**src/rtl/tsi_cond_if.sv**
```systemverilog
// Board-side signal bundle for the pad conditioning stage. The master modport
// drives raw pad and core levels; the slave modport is the conditioning block.
interface tsi_cond_if #(
  parameter int SW_W  = 8,
  parameter int LED_W = 16
);
  logic [SW_W-1:0]  sw_in;
  logic             rx_in;
  logic             tx_in;
  logic [LED_W-1:0] led_in;
  logic [SW_W-1:0]  sw_out;
  logic [SW_W-1:0]  sw_rise;
  logic [SW_W-1:0]  sw_fall;
  logic             rx_out;
  logic             tx_out;
  logic [LED_W-1:0] led_out;

  modport master (
    output sw_in, rx_in, tx_in, led_in,
    input  sw_out, sw_rise, sw_fall, rx_out, tx_out, led_out
  );

  modport slave (
    input  sw_in, rx_in, tx_in, led_in,
    output sw_out, sw_rise, sw_fall, rx_out, tx_out, led_out
  );
endinterface

```
**src/rtl/tsi_cond.sv**
```systemverilog
// Pad conditioning stage: synchronizes and debounces switches (with edge pulses),
// synchronizes RX, and registers TX and LED outputs. Single clock, synchronous reset.
module tsi_cond #(
  parameter int SW_W        = 8,
  parameter int LED_W       = 16,
  parameter int SYNC_STAGES = 2,
  parameter int DB_CYCLES   = 1000,
  parameter int DB_CW       = 10
) (
  input  logic       clk_in,
  input  logic       rst_in,
  tsi_cond_if.slave  bus
);

  localparam logic [DB_CW-1:0] CNT_LAST = DB_CW'(DB_CYCLES - 1);
  localparam logic [DB_CW-1:0] CNT_ONE  = DB_CW'(1);

  logic [SW_W-1:0]        sw_sync [SYNC_STAGES];
  logic [SYNC_STAGES-1:0] rx_sync;
  logic [SW_W-1:0]        sync_sw;
  logic [DB_CW-1:0]       cnt [SW_W];
  logic [SW_W-1:0]        sw_level;
  logic [SW_W-1:0]        rise_q;
  logic [SW_W-1:0]        fall_q;
  logic                   tx_q;
  logic [LED_W-1:0]       led_q;

  // RX idles high, so its chain resets to 1 to avoid a false start bit.
  always_ff @(posedge clk_in) begin
    if (rst_in) begin
      for (int s = 0; s < SYNC_STAGES; s++) sw_sync[s] <= '0;
      rx_sync <= '1;
    end else begin
      sw_sync[0] <= bus.sw_in;
      for (int s = 1; s < SYNC_STAGES; s++) sw_sync[s] <= sw_sync[s-1];
      rx_sync <= {rx_sync[SYNC_STAGES-2:0], bus.rx_in};
    end
  end

  assign sync_sw = sw_sync[SYNC_STAGES-1];

  // A channel changes only after DB_CYCLES consecutive cycles of disagreement;
  // the counter restarts on any agreement, so it never passes CNT_LAST.
  always_ff @(posedge clk_in) begin
    if (rst_in) begin
      sw_level <= '0;
      rise_q   <= '0;
      fall_q   <= '0;
      for (int i = 0; i < SW_W; i++) cnt[i] <= '0;
    end else begin
      rise_q <= '0;
      fall_q <= '0;
      for (int i = 0; i < SW_W; i++) begin
        if (sync_sw[i] == sw_level[i]) begin
          cnt[i] <= '0;
        end else if (cnt[i] == CNT_LAST) begin
          sw_level[i] <= sync_sw[i];
          rise_q[i]   <= sync_sw[i];
          fall_q[i]   <= ~sync_sw[i];
          cnt[i]      <= '0;
        end else begin
          cnt[i] <= cnt[i] + CNT_ONE;
        end
      end
    end
  end

  always_ff @(posedge clk_in) begin
    if (rst_in) begin
      tx_q  <= 1'b1;
      led_q <= '0;
    end else begin
      tx_q  <= bus.tx_in;
      led_q <= bus.led_in;
    end
  end

  assign bus.sw_out  = sw_level;
  assign bus.sw_rise = rise_q;
  assign bus.sw_fall = fall_q;
  assign bus.rx_out  = rx_sync[SYNC_STAGES-1];
  assign bus.tx_out  = tx_q;
  assign bus.led_out = led_q;

endmodule

```
**src/flat_wrapper.sv**
```systemverilog
// flat-port wrapper written by rule: the top's interface ports become plain ports
module tsi_cond_flat 
#(
  parameter int SW_W        = 8,
  parameter int LED_W       = 16,
  parameter int SYNC_STAGES = 2,
  parameter int DB_CYCLES   = 1000,
  parameter int DB_CW       = 10
)
  (clk_in, rst_in, bus_sw_in, bus_rx_in, bus_tx_in, bus_led_in, bus_sw_out, bus_sw_rise, bus_sw_fall, bus_rx_out, bus_tx_out, bus_led_out);
  tsi_cond_if #(.SW_W(SW_W), .LED_W(LED_W)) bus_i ();
  input  logic clk_in;
  input  logic rst_in;
  input wire logic [$bits(bus_i.sw_in)-1:0] bus_sw_in;
  input wire logic [$bits(bus_i.rx_in)-1:0] bus_rx_in;
  input wire logic [$bits(bus_i.tx_in)-1:0] bus_tx_in;
  input wire logic [$bits(bus_i.led_in)-1:0] bus_led_in;
  output wire logic [$bits(bus_i.sw_out)-1:0] bus_sw_out;
  output wire logic [$bits(bus_i.sw_rise)-1:0] bus_sw_rise;
  output wire logic [$bits(bus_i.sw_fall)-1:0] bus_sw_fall;
  output wire logic [$bits(bus_i.rx_out)-1:0] bus_rx_out;
  output wire logic [$bits(bus_i.tx_out)-1:0] bus_tx_out;
  output wire logic [$bits(bus_i.led_out)-1:0] bus_led_out;
  assign bus_i.sw_in = bus_sw_in;
  assign bus_i.rx_in = bus_rx_in;
  assign bus_i.tx_in = bus_tx_in;
  assign bus_i.led_in = bus_led_in;
  assign bus_sw_out = bus_i.sw_out;
  assign bus_sw_rise = bus_i.sw_rise;
  assign bus_sw_fall = bus_i.sw_fall;
  assign bus_rx_out = bus_i.rx_out;
  assign bus_tx_out = bus_i.tx_out;
  assign bus_led_out = bus_i.led_out;
  tsi_cond #(.SW_W(SW_W), .LED_W(LED_W), .SYNC_STAGES(SYNC_STAGES), .DB_CYCLES(DB_CYCLES), .DB_CW(DB_CW)) u_core (.clk_in(clk_in), .rst_in(rst_in), .bus(bus_i));
endmodule
```
**config.mk**
```make
export PLATFORM = sky130hd
export DESIGN_NAME = tsi_cond_flat
export DESIGN_NICKNAME = d
export VERILOG_FILES = /design/src/rtl/tsi_cond_if.sv /design/src/rtl/tsi_cond.sv /design/src/flat_wrapper.sv
export SDC_FILE = /design/constraint.sdc
export NUM_CORES = 1
export LEC_CHECK = 0
export BUFFER_PORTS_ARGS = -buffer_cell sky130_fd_sc_hd__buf_2
export CORE_ASPECT_RATIO = 0.9
export CORE_MARGIN = 3
export CORE_UTILIZATION = 54
export DETAILED_ROUTE_END_ITERATION = 16
export GPL_TIMING_DRIVEN = 0
export HOLD_SLACK_MARGIN = 0.12
export PLACE_DENSITY = 0.84
export SLEW_MARGIN = 20
export SYNTH_ARGS = -nofsm -noshare
export SYNTH_HDL_FRONTEND = slang
export SYNTH_SLANG_ARGS = --single-unit
```
**constraint.sdc**
```tcl
create_clock -name clk_in -period 4 [get_ports clk_in]
set_input_delay 0.8 -clock clk_in [delete_from_list [all_inputs] [get_ports clk_in]]
set_output_delay 0.8 -clock clk_in [all_outputs]
set_load 0.01 [all_outputs]
```
Word-level counts from Yosys, hierarchy flattened --
Memories as Yosys holds them, arrays and structs flattened. Cells that the tools add are included.
Cells by class: $add $sub $neg 8, equal/unequal tests 16, mux-type cells 117, bitwise gates (word level) 50, reduce and logical (&&, ||, !) cells 16
Operators with widths (number):
- two-way mux 10 bit | 24
- two-way mux 1 bit | 91
- adder 10 x 1 -> 10 bit, second input constant | 8
- equality test 10 bit, second input constant | 8
- OR 1 bit | 26
- NOT 1 bit | 24
- OR reduction 3 bit | 8
- two-way mux 8 bit | 2
- AND reduction 2 bit | 8
- equality test 1 bit | 8
Storage, ports and cells: logic and storage cells 236, register bits after elaboration 43, bits in writable memories 96, memories kept 2
Memories:
- u_core.cnt | words 8, width 10, rd ports 8, clocked after memory_dff 0, wr ports 8, line tsi_cond.sv:21 | logic [DB_CW-1:0] cnt [SW_W];
- u_core.sw_sync | words 2, width 8, rd ports 2, clocked after memory_dff 0, wr ports 2, line tsi_cond.sv:18 | logic [SW_W-1:0] sw_sync [SYNC_STAGES];

Longest topological paths before layout --
Gate-level depths: netlist (run 1).
depth after elaboration 7, gate-level depth with buffers 6, depth with buffers taken out 5

Worst setup path after synthesis (run 1) --
No wires, ideal clock.
kind flip-flop to flip-flop, start point memory u_core.cnt[1][0], in the netlist u_core.cnt[0][10], end point memory u_core.cnt[1][1], in the netlist u_core.cnt[0][11], data pin, cell stages (with the launch flop) 6, slack 2303 ps, library setup time 256 ps, arrival time 1441 ps, path through edfxtp_1 > ha_1 > nand2_1 > or4_1 > buf_2 > and3_2
RTL lines (line):
- from (decl) | tsi_cond.sv:21

==> results of run 1 <==
[sequential cells by signal (all words and copies together) (netlist names)]
signal	count
u_core.bus.sw_fall	8
u_core.bus.led_out	16
u_core.bus.tx_out	1
u_core.sw_sync	16
u_core.bus.sw_out	8
u_core.bus.sw_rise	8
u_core.cnt	80
u_core.rx_sync	2
[critical path: stages (launching register included)]
cell and delay [ps]:
edfxtp_1 400, ha_1 260, nand2_1 100, or4_1 450, buf_2 160, nand2_1 150, nor2_1 70
[per-layer routing]
layer	share of wire, %	vias to the layer above
li1	-	2245
met5	0	-
met4	2.3	0
met1	43	2084
met2	48	136
met3	6.3	26
[area by class of cell]
cell class                 instances  area, µm²  area share, %
clock inverter                     7       43.8          0.583
timing repair buffer              69        345           4.60
buffer                             9       46.3          0.617
multi-input combinational        473       2680           35.7
clock buffer                      25        582           7.75
tap                              152        190           2.53
sequential                       139       3580           47.7
inverter                          10       37.5          0.500
[power by group]
group / switching (mW) / internal (mW) / leakage (nW)
registers: 0.0436 / 1.57 / 1.31
clock network: 0.565 / 1.01 / 0.315
logic: 0.0776 / 0.0581 / 1.48
[logic make-up after synthesis]
family	Yosys count	synth area share, %
adders and majority gates	8	1.65
buffers and inverters	19	1.39
DFF	139	59.2
and+or+nand+nor	275	23.5
other	1	0.0620
muxes	6	0.993
AOI/OAI and AO/OA	61	6.91
xor gates and xnor gates	43	6.23
[worst paths after layout]
check                             startpoint                         endpoint  slack [ps]  cells after the start
max          u_core.cnt[0][10]$_SDFFCE_PN0P_  u_core.cnt[0][15]$_SDFFCE_PN0P_        2150                      6
max reg2reg  u_core.cnt[0][10]$_SDFFCE_PN0P_  u_core.cnt[0][15]$_SDFFCE_PN0P_        2150                      6
min          u_core.sw_sync[0][0]$_SDFF_PP0_  u_core.sw_sync[0][8]$_SDFF_PP0_         440                      1
min reg2reg  u_core.sw_sync[0][0]$_SDFF_PP0_  u_core.sw_sync[0][8]$_SDFF_PP0_         440                      1
[stage by stage]
| step | util (%) | worst slack (ps) | cell area [µm²] | hold slack, ps | std cells |
|---|---|---|---|---|---|
| finish | 68.9 | 2150 | 7510 | 436 | 884 |
| floorplan | - | 2300 | 6350 | 389 | 631 |
| CTS | 68.9 | 2180 | 7510 | 438 | 884 |
| global route | 68.9 | 2030 | 7510 | 456 | 884 |
| global placement | 63.1 | 1860 | 6880 | 426 | 852 |
| detailed placement | 63.1 | 1830 | 6880 | 421 | 852 |
[synth_stat cells (16+ instances only)]
| cell type | count |
|---|---|
| dfxtp_1 | 59 |
| nor2_1 | 74 |
| xor2_1 | 19 |
| nand2_1 | 34 |
| edfxtp_1 | 80 |
| nand2b_1 | 16 |
| a21oi_1 | 25 |
| and3_1 | 19 |
| nor3_1 | 22 |
| xnor2_1 | 24 |
| nand3_1 | 32 |
| nor2b_1 | 35 |
==> metrics.txt, run 1 <==
run status finished, final reports clean; # DRC 0; Chip Height approximately 110 µm; Worst Setup Start Kind register; GRT busiest layer met2; placer congestion estimate about 0.86; Synth Flop Type edfxtp_1; # diodes 0; Synth-to-Final Area Change 24.1%; fill cell total of the finished layout ~860; Final HPWL DP 8620 µm; leading area contributor after synthesis edfxtp_1; drt wl/cell 13.4 µm; initial core utilization a little under three fifths; TNS Setup 0 ps; grt met2 use 34.1%; pwr dens 442 nW/µm²; DR vias/cell 5.08; Crit Path Class reg2reg; first-pass GRT wire length 20500 µm; largest net degree at the start of global routing 17; Slew @ Worst Pin 670 ps; RSZ-0062 raised after global routing false; initial drt markers 310; Clock Sinks ~140; initial antenna violation count 0; Syn Area/Cell 11.0 µm²; synth warn 0; die area 12500 µm²; Post-synth EDFFs 80; synthesized area 6050 µm²; Post-Synthesis Cells 552; critical path peak fanout 5; clk_lat worst skew 410 ps; layout cells sized above 1 15.8%; post-synth cell types 41; critical path endpoint category register; worst hold path class reg2reg; Post-Route Skew a little under 6 ps; share of synthesized registers carrying an async set or reset 0%; first drt pass iteration count 5; Max transition margin 55.3%; Worst IR Drop VDD 0.374 mV; core area approximately 11000 µm²; # nets final between 700 and 800; antenna-violating nets left 0; post-synthesis sequential area ratio approximately three fifths; leak pwr a little over 3 nW; post_cts resized 0; gr ovfl total 0; post-CTS setup repair buffer count 0; Routed Wire Length 11900 µm; area share of the largest cell type after synthesis 39.7%; Fmax achieved between 500 and 600 MHz; met1 GRT Util about 25%; number of max-slew violations in the final report 0; Final Setup Violations 0; Rows 36; clock-pin slew on the worst setup and hold paths 60 ps; GRT Util Overall about a fifth; # hold bufs at CTS 0; port buffer count around 70; via count 4491; commonest non-fill, non-tap cells in the layout edfxtp_1 (80), conb_1 (80), nor2_1 (74); Overall Power 3.32 mW; H-tree levels 4; root cell of the clock tree clkbuf_16; Die X between 100 and 150 µm; io pins 70; crit path time final approximately 1900 ps; CP arrival 2020 ps; grt met3 use 6.12%; CTS max path bufs 2; flops & latches, synth ~140; number of global-route vias before repair ~4500; CTS tree yes; cts bufs inserted 17; CP required 4170 ps; final worst path period share a little under half; Final Hold Viols 0; max cap viols 0; synth top area cells edfxtp_1 (40%), dfxtp_1 (20%), nor2_1 (4.6%), nor2b_1 (3.6%), xnor2_1 (3.5%)
Power figures use the tool's default switching activity.
==> run 2: changes to the inputs <==
--- a/config.mk
+++ b/config.mk
@@ -8,7 +8,7 @@
 export BUFFER_PORTS_ARGS = -buffer_cell sky130_fd_sc_hd__buf_2
 export CORE_ASPECT_RATIO = 0.9
 export CORE_MARGIN = 3
-export CORE_UTILIZATION = 54
+export CORE_UTILIZATION = 52
 export DETAILED_ROUTE_END_ITERATION = 16
 export GPL_TIMING_DRIVEN = 0
 export HOLD_SLACK_MARGIN = 0.12
==> constraint.sdc (replaced) <==
create_clock -name clk_in -period 1.7 [get_ports clk_in]
set_input_delay 0.34 -clock clk_in [delete_from_list [all_inputs] [get_ports clk_in]]
set_output_delay 0.34 -clock clk_in [all_outputs]
set_load 0.01 [all_outputs]
==> metrics.txt, run 2 (synthesized netlist as in run 1, its figures left out) <==
run status finished, final reports clean; antenna-violating nets left 0; root cell of the clock tree clkbuf_16; CP required 1870 ps; initial core utilization 54.6%; number of max-slew violations in the final report 0; Worst Setup Start Kind register; Power Internal between 6 and 7 mW; max cap viols 0; via count 4586; Largest Register u_core.cnt; GRT Util Overall 20.2%; # DRC 0; crit path time final around 1600 ps; # diodes 0; Buf+Inv Stages, Crit Path 1; largest net degree at the start of global routing 17; DR vias/cell 5.11; initial drt markers 325; Final Util 68.7%; Clock Sinks 139; Final HPWL DP around 8800 µm; Worst IR Drop VDD 0.730 mV; port buffer count 69; crit path max-delay cell type or4_4; final worst path period share 96.9%; clk_lat worst skew 410 ps; CTS tree yes; hold_ws 131 ps; die area roughly 13000 µm²; core area 11100 µm²; Die X between 100 and 150 µm; cts bufs inserted 17; pwr dens 1010 nW/µm²; CP arrival 1810 ps; Rows 36; max FFs per register 80; Max transition margin a little under three fifths; Largest delay share family, worst path simple AND/OR/NAND/NOR gates; fill cell total of the finished layout 826; multi-input logic area 2730 µm²; placer congestion estimate 0.847; number of global-route vias before repair 4510; Combinational Power Share 4.5%; first-pass GRT wire length around 21000 µm; drt wl/cell 13.9 µm; Synth-to-Final Area Change 25.9%; leak pwr between 3 and 4 nW; part of the power in registers 49.1%; Psw between 1.5 and 2 mW; io pins 70; gr ovfl total 0; Fmax achieved 607 MHz; first drt pass iteration count 5; TNS Setup 0 ps; Chip Height about 110 µm; Routed Wire Length ~13000 µm; commonest non-fill, non-tap cells in the layout edfxtp_1 (80), conb_1 (80), nor2_1 (74); FF+latch area 3580 µm²; Final Setup Violations 0; Slew @ Worst Pin 657 ps; Post-Route Skew 5.06 ps; Clk pwr share 46.4%; initial antenna violation count 0; worst hold path class in2reg; CTS max path bufs 2; clock-pin slew on the worst setup and hold paths 60 ps; Final Hold Viols 0; critical path endpoint category register; Crit Path Class reg2reg; layout cells sized above 1 18.0%; H-tree levels 4; # nets final about 770; CP cell instances nand2b_4 -> or4_4 -> buf_6 -> and3_4; critical path peak fanout 5; Sw Ratio 21.4%; Max stage delay on crit path between 400 and 500 ps
## run 2: worst register-to-register path: stages, from the launching register on
cell	delay (ps)
edfxtp_1	440
nand2b_4	180
or4_4	480
buf_6	150
and3_4	160
## run 2: cell type report
cell class	instances	area share, %
plain buffers	9	0.690
clock buffers	20	6.01
clock inverters	12	1.59
inverters	10	0.493
multi-input cells	473	35.8
flip-flops and latches	139	47.0
well taps	152	2.50
repair buffers	82	5.88
## run 2: power groups by stage
stage / Clock [mW] / Combinational [mW] / Sequential, mW
2_1_floorplan: 0 / 0.201 / 3.84
3_3_place_gp: 0 / 0.305 / 3.84
3_5_place_dp: 0 / 0.315 / 3.85
4_1_cts: 3.66 / 0.330 / 3.78
5_1_grt: 3.80 / 0.392 / 3.80
6_report: 3.58 / 0.347 / 3.79
## run 2: per-layer routing
metal	global-route usage (%)	share of wire, %	vias to the layer above
met5	0	0	-
met4	7.11	1.3	0
met3	6.49	6.1	16
met2	35.4	50	128
met1	23.6	43	2176
li1	-	-	2266
## run 2: path summary, 6_finish.rpt
kind	from	end	slack, ps	cells after the start
max reg2reg	u_core.cnt[0][13]$_SDFFCE_PN0P_	u_core.cnt[0][11]$_SDFFCE_PN0P_	50	4
max	u_core.cnt[0][13]$_SDFFCE_PN0P_	u_core.cnt[0][11]$_SDFFCE_PN0P_	50	4
min reg2reg	u_core.rx_sync[0]$_SDFF_PP1_	u_core.rx_sync[1]$_SDFF_PP1_	410	1
min	bus_sw_in[5]	u_core.sw_sync[0][5]$_SDFF_PP0_	130	2
## run 2: what timing repair did
item	CTS	global route
hold endpoints to repair	2	0
pin swaps	1	4
resized for setup	3	10
cloned	0	0
buffers inserted	4	7
hold buffers	2	0
endpoints found under the setup margin	5	23
## run 2: per-stage QoR
| stage | power [mW] | worst slack (ps) | instances | cell area, µm² |
|---|---|---|---|---|
| 5_1_grt | 8.00 | -9.61 | 897 | 7620 |
| 2_1_floorplan | 4.04 | 3.32 | 631 | 6350 |
| 3_5_place_dp | 4.17 | -86.1 | 852 | 6880 |
| 3_3_place_gp | 4.15 | -74.6 | 852 | 6880 |
| 4_1_cts | 7.77 | 0.323 | 890 | 7530 |
| 6_report | 7.72 | 53.2 | 897 | 7620 |
